### src/rtl/srl_fifo_ctrl.sv
// Shift-register FIFO with occupancy count, registered full/empty/almost-full flags.
// Optional registered output stage enabled by defining SRL_FIFO_CTRL_OREG_EN.
module srl_fifo_ctrl #(
    parameter int unsigned DATA_WIDTH = 8,
    parameter int unsigned DEPTH      = 16,
    parameter int unsigned ADDR_WIDTH = 4,
    parameter int unsigned AF_THRESH  = 12
) (
    input  logic                  clk,
    input  logic                  reset,
    input  logic                  if_write_ce,
    input  logic                  if_write,
    input  logic [DATA_WIDTH-1:0] if_din,
    output logic                  if_full_n,
    input  logic                  if_read_ce,
    input  logic                  if_read,
    output logic [DATA_WIDTH-1:0] if_dout,
    output logic                  if_empty_n,
    output logic [ADDR_WIDTH:0]   num_data_valid,
    output logic                  almost_full
);

    localparam int unsigned CW = ADDR_WIDTH + 1;
    localparam logic [CW-1:0] DepthC = CW'(DEPTH);
    localparam logic [CW-1:0] AfC    = CW'(AF_THRESH);

    logic [DATA_WIDTH-1:0] mem [DEPTH];
    logic [CW-1:0]         srl_cnt_q, srl_cnt_d;
    logic [CW-1:0]         cnt_m1;
    logic [ADDR_WIDTH-1:0] addr;
    logic                  wr, rd, srl_pop;
    logic                  empty_n_q, empty_n_d;
    logic                  full_n_q, full_n_d;
    logic                  af_q, af_d;
    logic [CW-1:0]         count_d;

    assign wr = if_write_ce & if_write & full_n_q;
    assign rd = if_read_ce & if_read & empty_n_q;

    // Oldest entry sits at count-1; clamp at empty so the index stays inside the array.
    assign cnt_m1 = srl_cnt_q - CW'(1);
    assign addr   = (srl_cnt_q == '0) ? '0 : cnt_m1[ADDR_WIDTH-1:0];

`ifdef SRL_FIFO_CTRL_OREG_EN
    logic [DATA_WIDTH-1:0] dout_q;
    logic [CW-1:0]         count_q;

    // Refill the output register whenever it is free or being drained.
    assign srl_pop        = (srl_cnt_q != '0) & (~empty_n_q | rd);
    assign if_dout        = dout_q;
    assign num_data_valid = count_q;

    always_ff @(posedge clk or posedge reset) begin
        if (reset) begin
            dout_q  <= '0;
            count_q <= '0;
        end else begin
            if (srl_pop) dout_q <= mem[addr];
            count_q <= count_d;
        end
    end
`else
    assign srl_pop        = rd;
    assign if_dout        = mem[addr];
    assign num_data_valid = srl_cnt_q;
`endif

    always_comb begin
        srl_cnt_d = srl_cnt_q;
        case ({wr, srl_pop})
            2'b10:   srl_cnt_d = srl_cnt_q + CW'(1);
            2'b01:   srl_cnt_d = srl_cnt_q - CW'(1);
            default: srl_cnt_d = srl_cnt_q;
        endcase
`ifdef SRL_FIFO_CTRL_OREG_EN
        empty_n_d = srl_pop | (empty_n_q & ~rd);
        count_d   = srl_cnt_d + CW'(empty_n_d);
`else
        empty_n_d = (srl_cnt_d != '0);
        count_d   = srl_cnt_d;
`endif
        full_n_d = (srl_cnt_d != DepthC);
        af_d     = (count_d >= AfC);
    end

    always_ff @(posedge clk or posedge reset) begin
        if (reset) begin
            srl_cnt_q <= '0;
            empty_n_q <= 1'b0;
            full_n_q  <= 1'b1;
            af_q      <= 1'b0;
        end else begin
            srl_cnt_q <= srl_cnt_d;
            empty_n_q <= empty_n_d;
            full_n_q  <= full_n_d;
            af_q      <= af_d;
        end
    end

    // Storage is deliberately not reset.
    always_ff @(posedge clk) begin
        if (wr) begin
            for (int i = int'(DEPTH) - 1; i > 0; i--) mem[i] <= mem[i-1];
            mem[0] <= if_din;
        end
    end

    assign if_empty_n  = empty_n_q;
    assign if_full_n   = full_n_q;
    assign almost_full = af_q;

endmodule

### config.mk
export PLATFORM = sky130hd
export DESIGN_NAME = srl_fifo_ctrl
export DESIGN_NICKNAME = d
export VERILOG_FILES = /design/src/rtl/srl_fifo_ctrl.sv
export SDC_FILE = /design/constraint.sdc
export NUM_CORES = 1
export LEC_CHECK = 0
export CAP_MARGIN = 10
export CORE_MARGIN = 10
export CORE_UTILIZATION = 36
export CTS_CLUSTER_SIZE = 40
export DETAILED_ROUTE_END_ITERATION = 10
export GPL_TIMING_DRIVEN = 0
export SLEW_MARGIN = 0
export SYNTH_ARGS = -nofsm -noshare
export SYNTH_HDL_FRONTEND = slang
export SYNTH_SLANG_ARGS = --single-unit
export TNS_END_PERCENT = 50
### constraint.sdc
create_clock -name clk -period 6.1 [get_ports clk]
set_clock_uncertainty 0.1 [all_clocks]
set_input_delay 0.915 -clock clk [delete_from_list [all_inputs] [get_ports clk]]
set_output_delay 0.915 -clock clk [all_outputs]
set_load 0.05 [all_outputs]
Word level (Yosys, flattened, before mapping)
Memories as Yosys holds them, arrays and structs flattened.
Index checks and enable logic that the tools add are counted.
W data, S select, Z words.
- memory bits (writable): 128
- flip-flop bits (word level): 8
- logic and storage cells: 21
- memories: 1
- input bits: 14
- memory list (name ; depth ; width ; read ports ; clocked after Yosys merged registers in ; write ports ; line ; source):
    mem ; 16 ; 8 ; 16 ; 0 ; 16 ; 27 ; logic [DATA_WIDTH-1:0] mem [DEPTH];
- $lt $le $gt $ge: 1
- reductions and logical operators: 2
- equal/unequal tests: 3
- bitwise gates (word level): 4
- add/subtract/negate cells: 2
- muxes and demuxes: 4
- operator list (operator ; count):
    $pmux W5 S2 ; 1
    $add A5 B1 Y5 const B ; 1
    $ge A5 B4 Y1 const B ; 1
    $logic_not A5 Y1 ; 1
    $ne A5 B5 Y1 const B ; 1
    $reduce_bool A5 Y1 ; 1
    $sub A5 B1 Y5 const B ; 1
    $and A1 B1 Y1 ; 4
    $mux W4 ; 1
    $eq A2 B1 Y1 const B ; 1
    $eq A2 B2 Y1 const B ; 1
    $mux W1 ; 2

Depth between registers and ports, before layout
- word-level depth: 5
- depth in mapped cells: 10
- depth with buffers taken out: 7

Worst setup path after synthesis
No wires, ideal clock.
- path type: input-to-reg
- start point: input if_write_ce
- end point: register af_q, in the netlist almost_full
- slack: 1352 ps
- arrival time: 4565 ps
- path buffers: 0
- cell stages on the path: 7
- required time: 5917 ps
- cell sequence: nand3_1 > inv_1 > ha_1 > nand2_1 > o211ai_1 > nor2b_1 > o21ai_0
- longest elaborated chain between the ends: 5
- elaborated cells on any way between the ends: 6
- classes of those cells: 1 x order compare; 2 x eq/ne; 1 x mux; 2 x bitwise
- RTL lines (element ; line ; source):
    start, declared ; 11 ; input logic if_write_ce,
    $and A1 B1 Y1 (*) (2 in a row) ; 37 ; assign wr = if_write_ce & if_write & full_n_q;
    net wr ; 31 ; logic wr, rd, srl_pop;
    $eq A2 B1 Y1 or $eq A2 B2 Y1 (tied branches) ; 70 ; case ({wr, srl_pop})
    $pmux W5 S2 (*) ; 70 ;
    $ge A5 B4 Y1 (*) ; 83 ; af_d = (count_d >= AfC);
    net af_d ; 34 ; logic af_q, af_d;
    end signal, assigned ; 91 ; af_q <= 1'b0;
    end signal, assigned ; 96 ; af_q <= af_d;
    end, declared ; 34 ;
Mark *: on every way through the listed nets, which the timed path passes. The rest lies on a longest branch.

Worst setup path in the final report
- start point: register srl_cnt_q[0], in the netlist num_data_valid[0]
- end point: output if_dout[7]
- longest elaborated chain between the ends: 3
- elaborated cells on any way between the ends: 4
- classes of those cells: 1 x add/sub; 1 x mux; 1 x reduce/logical; 1 x memory
- RTL lines (element ; line ; source):
    start, declared ; 28 ; logic [CW-1:0] srl_cnt_q, srl_cnt_d;
    start signal, assigned ; 93 ; srl_cnt_q <= srl_cnt_d;
    $sub A5 B1 Y5 or $logic_not A5 Y1 (tied branches) ; n/a ;
    $mux W4 (*) ; 42 ; assign addr = (srl_cnt_q == '0) ? '0 : cnt_m1[ADDR_WIDTH-1:0];
    $mem_v2 Z16 W8 (*) ; n/a ;
    end, declared ; 17 ; output logic [DATA_WIDTH-1:0] if_dout,
Every way passes the cells marked *; elsewhere a longest branch is shown, timed or not.

==> results.md <==
- Vias: 3443
- Initial antenna violation count: 0
- Final Critical Period: 5520 ps
- Vias in the first global route: about 3600
- Later-pin clock latency in the skew report: roughly 410 ps
- Area growth syn-to-layout: 18.7%
- Outcome: finished, final reports clean
- First-pass GRT wire length: 19.8 mm
- TritonCTS clock tree: yes
- Dpl hpwl: 8.43 mm
- Seq cells post-synth: 136
- Max clock buf depth: 2
- CP startpoint kind: flop
- Clock sinks: 136
- Asr flop ratio synth: under 10%
- Die area: 0.0221 sq mm
- Critical-path cell list: buf_2 > clkinv_1 > ha_1 > buf_2 > buf_1 > clkbuf_1 > a22oi_1 > o32ai_1 > clkdlybuf4s50_1
- Worst hold-check path type: flop to flop
- IO Port Bufs: 29
- CTS hold repair buffers: 0
- Most frequent cells in the layout: edfxtp_1 (128), clkdlybuf4s50_1 (29), o21ai_0 (27)
- Buf+Inv Stages, Crit Path: 6
- Critical path arrival: 4510 ps
- Main synth FF type: edfxtp_1
- Post-Syn Instances: 406
- Post-synth EDFFs: 128
- Worst rel slew slack: 44.4%
- Max_cap viols: 0
- Max Fclk: approximately 180 MHz
- Mapped Nets: 425
- Layout cells sized above 1: between 10 and 15%
- Yosys warning count: 0
- Drt drc: 0
- Worst path max stage delay: 890 ps
- GRT Total Usage: roughly 12%
- FP Rows: 46
- Diodes inserted: 0
- Number of DRC markers in iteration 0: 303
- WL/cell: 18.1 um
- Largest net degree at the start of global routing: 76
- Post-Syn Area: 0.00596 sq mm
- Worst path top cell family by delay: buffers and inverters
- Core area: 0.0161 sq mm
- Syn Area/Cell: 14.7 sq um
- Post-CTS setup buffers: 0
- Top Ports: 30
- WL final: 12.4 mm
- Die W: 149 um
- Worst slew pin tran: 829 ps
- Class of the most critical setup path: flop to output port
- Crit share post-route: 90.5%
- Final setup viols: 0
- Slowest CP cell: clkdlybuf4s50_1
- Util after Layout: 44.0%
- Starting Density: 37.1%
- CTS Buf Count: 17
- Critical Path RT: 5080 ps
- Grt total ovfl: 0
- GP Congestion: ~0.84
- Sequential share of the synthesized area: 67.9%
- Final ANT Viol Nets: 0
- Die height: 149 um
- Hold Slack: roughly 340 ps
- Final Net Count: 474
- CP max FO: 10
- Max Transition Viols Final: 0
- # resized after CTS: 0
- Post-synthesis cell type count: 53
- Vias/cell: 5.04
- Worst-path clk slew: 50 ps
- Hold Fails Final Rpt: 0
- Clock Tree Root: clkbuf_16
- H-Tree Depth: 4
- Cell mode on critical path: buf_2
- TNS Setup: 0 ps
- Drt first pass iters: 4
- RSZ-0062 raised after global routing: no
- Commonest non-fill, non-tap cell in the layout: edfxtp_1
- CP Capture Type: output port
[per-stage QoR]
| stage | instance area [sq um] | std cells | setup WS, ps |
|---|---|---|---|
| 2_1_floorplan | 5960 | 406 | 1350 |
| 3_3_place_gp | 6520 | 651 | -217 |
| 3_5_place_dp | 6550 | 652 | 926 |
| 4_1_cts | 7070 | 683 | 460 |
| 5_1_grt | 7070 | 683 | 281 |
| 6_report | 7070 | 683 | 579 |
[Yosys cell counts, types with 2 or more instances]
cell type | n | area (sq um)
a22oi_1 | 8 | 60.1
buf_2 | 10 | 50.1
edfxtp_1 | 128 | 3840
a2111oi_0 | 7 | 61.3
nor3b_1 | 2 | 15.0
or2_2 | 2 | 12.5
nor2b_1 | 5 | 31.3
nand3_1 | 5 | 25.0
nand2_1 | 19 | 71.3
ha_1 | 5 | 62.6
nor2_1 | 13 | 48.8
a21oi_1 | 7 | 35.0
mux2_2 | 10 | 113
or2b_1 | 5 | 37.5
o21a_1 | 7 | 52.6
nand2b_1 | 19 | 119
a222oi_1 | 2 | 20.0
o32ai_1 | 15 | 131
mux2i_1 | 25 | 250
a211oi_1 | 2 | 15.0
o21ai_0 | 27 | 135
dfrtp_1 | 7 | 175
and2_1 | 14 | 87.6
clkbuf_1 | 15 | 56.3
a32o_1 | 7 | 70.1
inv_1 | 7 | 26.3
a2111oi_2 | 7 | 105
[cell type report]
cell class / instances / area (sq um)
well taps: 216 / 270
multi-input cells: 234 / 1760
clock inverters: 11 / 82.6
plain buffers: 28 / 129
inverters: 8 / 35.0
clock buffers: 20 / 437
fillers: 1451 / 8980
flip-flops and latches: 136 / 4050
repair buffers: 30 / 318
[final timing paths]
check	end	from	cells past startpoint	slack (ps)
worst max-delay path	if_dout[7]	num_data_valid[0]	9	580
worst max register to register	if_empty_n	num_data_valid[0]	9	3010
min in group asynchronous	almost_full	reset	2	640
max in group asynchronous	if_full_n	reset	2	4980
worst min register to register	mem[8][2]	mem[7][2]	0	340
worst min-delay path	mem[8][2]	mem[7][2]	0	340
[routing by layer]
metal | track usage [%] | vias up | part of all wire [%]
li1 | - | 1680 | -
met2 | 19.9 | 71 | 52
met4 | 4.26 | 0 | 1.4
met1 | 13.5 | 1678 | 41
met3 | 3.28 | 14 | 5.0
met5 | 0 | - | 0
[state kept, by name (all words and copies together) (netlist names)]
| signal | cells |
|---|---|
| if_empty_n | 1 |
| almost_full | 1 |
| mem | 128 |
| num_data_valid | 5 |
| if_full_n | 1 |
[logic make-up (layout without fill, tap and decap cells)]
| group | count (synthesis) | count (layout) | share of synthesized area, % |
|---|---|---|---|
| buffers and inverters | 36 | 97 | 2.67 |
| DFF | 136 | 136 | 67.9 |
| adders and majority gates | 5 | 5 | 1.05 |
| and+or+nand+nor | 98 | 98 | 9.57 |
| xor gates and xnor gates | 1 | 1 | 0.147 |
| AOI/OAI and AO/OA | 93 | 93 | 12.0 |
| muxes | 37 | 37 | 6.65 |
[worst reg2reg max path, cell delays in order (launching register included)]
cell      delay [ps]
dfrtp_1          360
buf_2            240
clkinv_1         330
ha_1             410
buf_2            250
buf_2            390
mux2i_1          230
o21ai_0          150
nor4b_1          370
nand3_1          120
Power is left out: the tool's default activity adds up to more than one toggle a clock period on the data nets, which glitch-free logic cannot reach.
